`config.mk`:
```
export PLATFORM = sky130hd
export DESIGN_NAME = arith_loop_monitor
export DESIGN_NICKNAME = d
export VERILOG_FILES = /design/src/rtl/arith_loop_monitor.sv
export SDC_FILE = /design/constraint.sdc
export NUM_CORES = 1
export LEC_CHECK = 0
export CORE_MARGIN = 3
export CORE_UTILIZATION = 52
export DETAILED_ROUTE_END_ITERATION = 10
export HOLD_SLACK_MARGIN = 0.08
export PLACE_DENSITY = 0.81
export SETUP_SLACK_MARGIN = 0.05
export SLEW_MARGIN = 20
export SYNTH_ARGS = -nofsm -noshare
export SYNTH_HDL_FRONTEND = slang
export SYNTH_SLANG_ARGS = --single-unit
```
`constraint.sdc`:
```
create_clock -name clk -period 7.16 [get_ports clk]
set_input_delay 1.432 -clock clk [delete_from_list [all_inputs] [get_ports clk]]
set_output_delay 1.432 -clock clk [all_outputs]
set_load 0.005 [all_outputs]
```
`src/rtl/arith_loop_monitor.sv`:
```
// Checking stage for the triangular-sum loop counter: runs a shadow copy of the loop,
// flags the first divergence, detects termination and watches a safety property.
module arith_loop_monitor #(
  parameter int W       = 13,
  parameter int INIT_K  = 80,
  parameter int INIT_N  = 100,
  parameter int CW      = 16,
  parameter int TIMEOUT = 1023
) (
  input  logic          clk,
  input  logic          rst,
  input  logic [W-1:0]  obs_i,
  input  logic [W-1:0]  obs_j,
  input  logic [W-1:0]  obs_k,
  input  logic [W-1:0]  obs_n,
  output logic          done,
  output logic [CW-1:0] done_cycle,
  output logic          mismatch,
  output logic [2:0]    fail_code,
  output logic [CW-1:0] fail_cycle,
  output logic          prop_fail,
  output logic [CW-1:0] cyc_cnt,
  output logic [1:0]    state
);

  typedef enum logic [1:0] {
    ST_RUN  = 2'd0,
    ST_DONE = 2'd1,
    ST_FAIL = 2'd2
  } state_t;

  localparam logic [W-1:0]  K_RST   = W'(INIT_K);
  localparam logic [W-1:0]  N_RST   = W'(INIT_N);
  localparam logic [CW-1:0] TO_CYC  = CW'(TIMEOUT);
  localparam logic [CW-1:0] CYC_MAX = '1;

  localparam logic [2:0] FC_NONE    = 3'd0;
  localparam logic [2:0] FC_TIMEOUT = 3'd5;
  localparam logic [2:0] FC_PROP    = 3'd6;

  state_t        state_q, state_d;
  logic [W-1:0]  si_q, si_d;
  logic [W-1:0]  sj_q, sj_d;
  logic [W-1:0]  sk_q, sk_d;
  logic [W-1:0]  sn_q, sn_d;
  logic [CW-1:0] cyc_q, cyc_d;
  logic          done_q, done_d;
  logic [CW-1:0] done_cycle_q, done_cycle_d;
  logic          mismatch_q, mismatch_d;
  logic [2:0]    fail_code_q, fail_code_d;
  logic [CW-1:0] fail_cycle_q, fail_cycle_d;
  logic          prop_fail_q, prop_fail_d;

  // Field comparison: index 0..3 = i, j, k, n, which is also the priority order.
  logic [W-1:0] obs_f [4];
  logic [W-1:0] shd_f [4];
  logic [3:0]   field_ne;

  assign obs_f[0] = obs_i;
  assign obs_f[1] = obs_j;
  assign obs_f[2] = obs_k;
  assign obs_f[3] = obs_n;
  assign shd_f[0] = si_q;
  assign shd_f[1] = sj_q;
  assign shd_f[2] = sk_q;
  assign shd_f[3] = sn_q;

  genvar gi;
  generate
    for (gi = 0; gi < 4; gi++) begin : g_cmp
      assign field_ne[gi] = (obs_f[gi] != shd_f[gi]);
    end
  endgenerate

  logic [2:0] mm_code;
  always_comb begin
    mm_code = FC_NONE;
    if (field_ne[0])      mm_code = 3'd1;
    else if (field_ne[1]) mm_code = 3'd2;
    else if (field_ne[2]) mm_code = 3'd3;
    else if (field_ne[3]) mm_code = 3'd4;
  end

  // Property sum is widened by two bits so that neither 2n nor k+j+i can wrap.
  logic [W+1:0] prop_lhs;
  logic [W+1:0] prop_rhs;
  logic         term_seen;
  logic         prop_viol;
  logic         timeout_hit;

  assign prop_lhs    = {1'b0, obs_n, 1'b0};
  assign prop_rhs    = {2'b00, obs_k} + {2'b00, obs_j} + {2'b00, obs_i};
  assign term_seen   = (obs_i > obs_n);
  assign prop_viol   = term_seen && (prop_lhs >= prop_rhs);
  assign timeout_hit = (cyc_q == TO_CYC);

  always_comb begin
    state_d      = state_q;
    si_d         = si_q;
    sj_d         = sj_q;
    sk_d         = sk_q;
    sn_d         = sn_q;
    cyc_d        = cyc_q;
    done_d       = done_q;
    done_cycle_d = done_cycle_q;
    mismatch_d   = mismatch_q;
    fail_code_d  = fail_code_q;
    fail_cycle_d = fail_cycle_q;
    prop_fail_d  = prop_fail_q;

    if (cyc_q != CYC_MAX) begin
      cyc_d = cyc_q + 1'b1;
    end

    // Shadow advances only while running; j accumulates the pre-increment i.
    if (state_q == ST_RUN && si_q <= sn_q) begin
      si_d = si_q + 1'b1;
      sj_d = sj_q + si_q;
    end

    if (prop_viol) begin
      prop_fail_d = 1'b1;
    end

    case (state_q)
      ST_RUN: begin
        if (mm_code != FC_NONE) begin
          mismatch_d   = 1'b1;
          fail_code_d  = mm_code;
          fail_cycle_d = cyc_q;
          state_d      = ST_FAIL;
        end else begin
          if (term_seen) begin
            done_d       = 1'b1;
            done_cycle_d = cyc_q;
            state_d      = ST_DONE;
          end
          if (prop_viol) begin
            fail_code_d  = FC_PROP;
            fail_cycle_d = cyc_q;
            state_d      = ST_FAIL;
          end else if (!term_seen && timeout_hit) begin
            fail_code_d  = FC_TIMEOUT;
            fail_cycle_d = cyc_q;
            state_d      = ST_FAIL;
          end
        end
      end
      ST_DONE: begin
        if (mm_code != FC_NONE) begin
          mismatch_d   = 1'b1;
          fail_code_d  = mm_code;
          fail_cycle_d = cyc_q;
          state_d      = ST_FAIL;
        end else if (prop_viol) begin
          fail_code_d  = FC_PROP;
          fail_cycle_d = cyc_q;
          state_d      = ST_FAIL;
        end
      end
      default: begin
        state_d = ST_FAIL;
      end
    endcase
  end

  always_ff @(posedge clk) begin
    if (rst) begin
      state_q      <= ST_RUN;
      si_q         <= '0;
      sj_q         <= '0;
      sk_q         <= K_RST;
      sn_q         <= N_RST;
      cyc_q        <= '0;
      done_q       <= 1'b0;
      done_cycle_q <= '0;
      mismatch_q   <= 1'b0;
      fail_code_q  <= FC_NONE;
      fail_cycle_q <= '0;
      prop_fail_q  <= 1'b0;
    end else begin
      state_q      <= state_d;
      si_q         <= si_d;
      sj_q         <= sj_d;
      sk_q         <= sk_d;
      sn_q         <= sn_d;
      cyc_q        <= cyc_d;
      done_q       <= done_d;
      done_cycle_q <= done_cycle_d;
      mismatch_q   <= mismatch_d;
      fail_code_q  <= fail_code_d;
      fail_cycle_q <= fail_cycle_d;
      prop_fail_q  <= prop_fail_d;
    end
  end

  assign done       = done_q;
  assign done_cycle = done_cycle_q;
  assign mismatch   = mismatch_q;
  assign fail_code  = fail_code_q;
  assign fail_cycle = fail_cycle_q;
  assign prop_fail  = prop_fail_q;
  assign cyc_cnt    = cyc_q;
  assign state      = state_q;

endmodule

```
# Word level (Yosys, flattened, before mapping)
# Index checks and enable logic that the tools add are counted.
word_totals:
  register_bits: 82
  in_bits: 54
  output_inout_bits: 56
op_classes:
  addsub: 5
  magnitude_cmp: 3
  eq_ne: 10
  muxes: 23
  bitwise: 1
  n_reduce_logical: 12
ops:
  columns: ["operator", "n"]
  rows:
  - ["$mux 16", 5]
  - ["$pmux 16 s2", 1]
  - ["$mux 3", 9]
  - ["$ne 13x13->1", 2]
  - ["$ne 13x7->1 const B", 2]
  - ["$add 16x1->16 const B", 1]
  - ["$eq 16x10->1 const B", 1]
  - ["$ne 16x16->1 const B", 1]
  - ["$add 14x13->15", 1]
  - ["$ge 14x15->1", 1]
  - ["$add 13x13->14", 1]
  - ["$add 13x1->13 const B", 1]
  - ["$add 13x13->13", 1]
  - ["$gt 13x13->1", 1]
  - ["$le 13x7->1 const B", 1]
  - ["$mux 2", 6]
  - ["$pmux 3 s2", 1]
  - ["$reduce_and 3->1", 2]
  - ["$ne 5x3->1 const B", 1]
  - ["$ne 4x2->1 const B", 1]
  - ["$pmux 2 s2", 1]
  - ["$reduce_and 2->1", 2]
  - ["$logic_and 1x1->1", 3]
  - ["$ne 3x3->1 const B", 1]
  - ["other kinds (7)", 7]

# Longest topological paths before layout
depth:
  depth_word: 8
  depth_mapped: 23

# Worst setup path before layout
# Ideal clock, no wire load.
synth_timing:
  path_type: "input port to flip-flop"
  start: "input port obs_i[1]"
  end: "register fail_cycle_q[12], in the netlist fail_cycle[12]"
  setup_ps: 70
  t_arrival_ps: 5478
  slack_ps: 1611
  stages: 23
  n_path_buf: 1
  cell_sequence: "inv_1 > fa_1 > inv_1 > ha_1 > inv_1 > fa_1 > nor2b_1 > o21ai_0 > a21boi_0 > o21ai_0 > a21oi_1 > a41o_1 > o41a_1 > xnor2_1 > ha_1 > inv_1 > a21oi_1 > o22ai_1 > nand3b_1 > o311ai_2 > clkbuf_1 > nand3_1 > a21oi_1"
synth_via:
  elab_chain_cells: 6
  word_cells_on_any_way: 16
synth_rtl:
  columns: ["element", "line", "rtl"]
  rows:
  - ["start, declared", "12", "input logic [W-1:0] obs_i,"]
  - ["$add 14x13->15", "92", "assign prop_rhs = {2'b00, obs_k} + {2'b00, obs_j} + {2'b00, obs_i};"]
  - ["$ge 14x15->1", "94", "assign prop_viol = term_seen && (prop_lhs >= prop_rhs);"]
  - ["$logic_and 1x1->1", "94", null]
  - ["$mux 16", "138", "if (prop_viol) begin"]
  - ["$mux 16", "127", "if (mm_code != FC_NONE) begin"]
  - ["$pmux 16 s2", "125", "case (state_q)"]
  - ["end signal, assigned", "192", "fail_cycle_q <= fail_cycle_d;"]
  - ["end, declared", "51", "logic [CW-1:0] fail_cycle_q, fail_cycle_d;"]
# Parallel ways exist; a longest one is shown, timed or not.
# A chain may end at the register's enable or synchronous reset.

# Worst setup path in the final report
layout_timing:
  start: "input port obs_i[1]"
  end: "register fail_code_q[2], in the netlist fail_code[2]"
layout_via:
  elab_chain_cells: 6
  word_cells_on_any_way: 16
layout_rtl:
  columns: ["element", "line", "rtl"]
  rows:
  - ["$add 14x13->15", "92", null]
  - ["$ge 14x15->1", "94", null]
  - ["$logic_and 1x1->1", "94", null]
  - ["$mux 3", "138", null]
  - ["$mux 3", "127", null]
  - ["$pmux 3 s2", "125", null]
  - ["end signal, assigned", "191", "fail_code_q <= fail_code_d;"]
  - ["end, declared", "50", "logic [2:0] fail_code_q, fail_code_d;"]
# Parallel ways exist; a longest one is shown, timed or not.

==> results.md <==
- Initial antenna violation count: 0
- Global route overflow: 0
- Ant diodes: 0
- EDFF count, synth: 0
- Post-synthesis sequential area ratio: 30.2%
- Crit path required time: 7.45 ns
- Worst Hold Depth: 2
- Synth Net Count: 753
- Core Area: 9950 um^2
- H-tree depth: 3
- Adder-cell area share of the yosys netlist: 17.7%
- Async SR Flop Fraction: 0%
- Clock sinks: 82
- Final Cycle Share: 86.8%
- Post-route ant nets: 0
- Yosys top cell area share: 30.2%
- Fraction of layout cells with a size suffix above 1: 3.80%
- CTS tree: built
- WL per Instance: 16.2 um
- Hold Startpoint: prop_fail
- Most common cell in the netlist: dfxtp_1
- Gate Count Post-Synth: 631
- Clock slew at reported path FFs: 0.09 ns
- CP endpoint kind: flip-flop
- Clk Latency, worst-skew pair: 0.36 ns
- CP max FO: 19
- Final instance area: 6800 um^2
- Placed inst area: 6610 um^2
- Synth top area cells: dfxtp_1 (30%), ha_1 (12%), xor2_1 (6.1%)
- 1st-pass router iterations: 5
- Maximum vdd drop: 129 uV
- Critical path type: in2reg
- Most instantiated cells after synthesis: dfxtp_1 (82), nor2_1 (66), ha_1 (53)
- Yosys top cell by area: dfxtp_1
- Synthesized area: 5440 um^2
- Largest family of logic cells by synthesized area: simple AND/OR/NAND/NOR gates
- Clock Power Share: 28.5%
- FP Rows: 36
- Post-route DRC: 0
- IO Port Bufs: 109
- Final setup fails: 0
- Number of DRC markers in iteration 0: 354
- Seq cells post-synth: 82
- F_max: 161 MHz
- Clk root buf: clkbuf_8
- R2R Path Start: state[1]
- Die Y: 108 um
- Fin Clk Skew: 0.0129 ns
- R2R setup slack: 4.20 ns
- HP Class: reg2reg
- Max_cap viols: 0
- Final Hold Viols: 0
- Post-route setup TNS: 0 ns
- Via-per-instance ratio: 5.76
- Vias in the first global route: 4737
- Via Count: 5012
- Setup crit start kind: primary input
- Global-route wire length before repair: 22800 um
- Post-CTS setup buffers: 0
- Mux contribution to synthesized area: 4.62%
- P_sw: 363 uW
- Max-slew violation count: 0
- Min-Delay Endpoint: prop_fail
- Die area: 11700 um^2
- Core Util, Final: 68.3%
- # IOs: 110
- Cell Pwr Density: 163 nW/um^2
- Post-synth cell types: 54
- Synth-to-layout area growth: 25.0%
- Slew headroom: 42.1%
- Syn Area/Cell: 8.62 um^2
- Placer Congestion: 0.881
- Chip width: 108 um
- Leak: 2.85 nW
- Final net count: 854
- RR Endpoint: si_q[5]
- Sequential share of power: 42.7%
- Simple-gate share of the synthesized area: 19.6%
- Min Hold Slack: 0.450 ns
- Reg2reg path depth: 6
- Tmin final: 6.22 ns
- Outcome: finished clean
- RSZ-0062 raised after global routing: false
- Synth Area in Compound Gates: 13.4%
- Largest net degree at the start of global routing: 89
- Global-route total usage across every layer: 24.3%
- Cts repair resizes: 0
- Slew at the pin closest to its max-slew limit: 0.868 ns
- Post-DP HPWL: 11100 um
- Yosys warns: 0
- Sw frac: 32.7%
- Initial Util: 54.6%
- Num CTS Buffers: 9
- XOR/XNOR Fraction of Synth Area: 9.83%
- Crit path DAT: 6.51 ns
- Int Pwr: 747 uW
- Hold_buf cts: 0
- Comb power frac: 28.9%
- Synth Flop Type: dfxtp_1
- Max clock buf depth: 2
- DRT Wirelength: 14100 um
-- placed cells by master (no fill, tap or decap), types with 9 or more instances in the layout --
master,instances
nand2_1,26
xor2_1,38
xnor2_1,23
nand3_1,35
nand4_1,12
nor2b_1,13
o21ai_0,32
a21oi_1,51
clkbuf_8,9
dfxtp_1,82
clkdlybuf4s50_1,108
nor2_1,66
ha_1,53
inv_1,42
nor4_1,9
nor3_1,14
fa_1,15
mux2i_1,24
-- cells by family (layout without fill, tap and decap cells) --
kind of cell / after synthesis / count (layout)
compound gates: 122 / 122
xor+xnor: 61 / 61
fa+ha+maj: 68 / 68
buf+inv: 64 / 170
flops: 82 / 82
mux: 25 / 25
simple gates: 209 / 209
-- how the worst max path moves through the flow --
stage | from | end | slack [ns] | cells past startpoint
3_5_place_dp | obs_i[1] | fail_code[2] | 0.60 | 23
3_3_place_gp | obs_i[1] | fail_code[2] | 0.77 | 23
5_1_grt | obs_i[1] | fail_code[2] | 0.47 | 23
4_1_cts | obs_i[1] | fail_code[2] | 0.97 | 23
6_report | obs_i[1] | fail_code[2] | 0.94 | 23
2_1_floorplan | obs_i[1] | fail_cycle[12] | 1.61 | 23
-- power groups by stage --
stage               Sequential (mW)  Combinational, mW  Clock, mW
global placement              0.483              0.303          0
CTS                           0.473              0.319      0.322
global route                  0.475              0.361      0.339
floorplan                     0.480              0.208          0
detailed placement            0.484              0.315          0
finish                        0.473              0.320      0.316
-- routing by layer --
metal	vias up	part of all wire (%)	global-route usage [%]
met2	179	49	41.8
met4	0	1.9	7.21
li1	2430	-	-
met1	2373	43	31.7
met3	30	5.6	3.22
met5	-	0	0
-- stage by stage --
step	total power [mW]	worst slack (ns)	std cells
global route	1.17	0.465	870
detailed placement	0.799	0.605	854
CTS	1.11	0.974	870
global placement	0.786	0.773	854
floorplan	0.688	1.61	631
finish	1.11	0.942	870
-- state kept, by name (all words and copies together) (netlist names) --
name        cells
sj_q           13
si_q           13
state           2
done_cycle     16
prop_fail       1
fail_code       3
fail_cycle     16
done            1
cyc_cnt        16
mismatch        1
-- final cells by class --
class                           instances  area, um^2
Clock buffer                            9         124
Clock inverter                          7        61.3
Fill cell                             779        3160
Inverter                               42         158
Multi-Input combinational cell        485        3540
Sequential cell                        82        1640
Tap cell                              133         166
Timing Repair Buffer                  112        1110
-- critical path: stages --
cell	delay, ns
clkdlybuf4s50_1	0.52
inv_1	0.08
fa_1	0.53
inv_1	0.05
ha_1	0.21
inv_1	0.07
fa_1	0.20
nor2b_1	0.05
o21ai_0	0.19
a21boi_0	0.11
o21ai_0	0.24
a21oi_1	0.18
a41o_1	0.30
o41a_1	0.34
xnor2_1	0.13
ha_1	0.28
inv_1	0.05
a21oi_1	0.11
o22ai_1	0.08
nand3b_1	0.20
o311a_1	0.56
or4_1	0.47
a21oi_1	0.13
(Power assumes the default switching activity.)
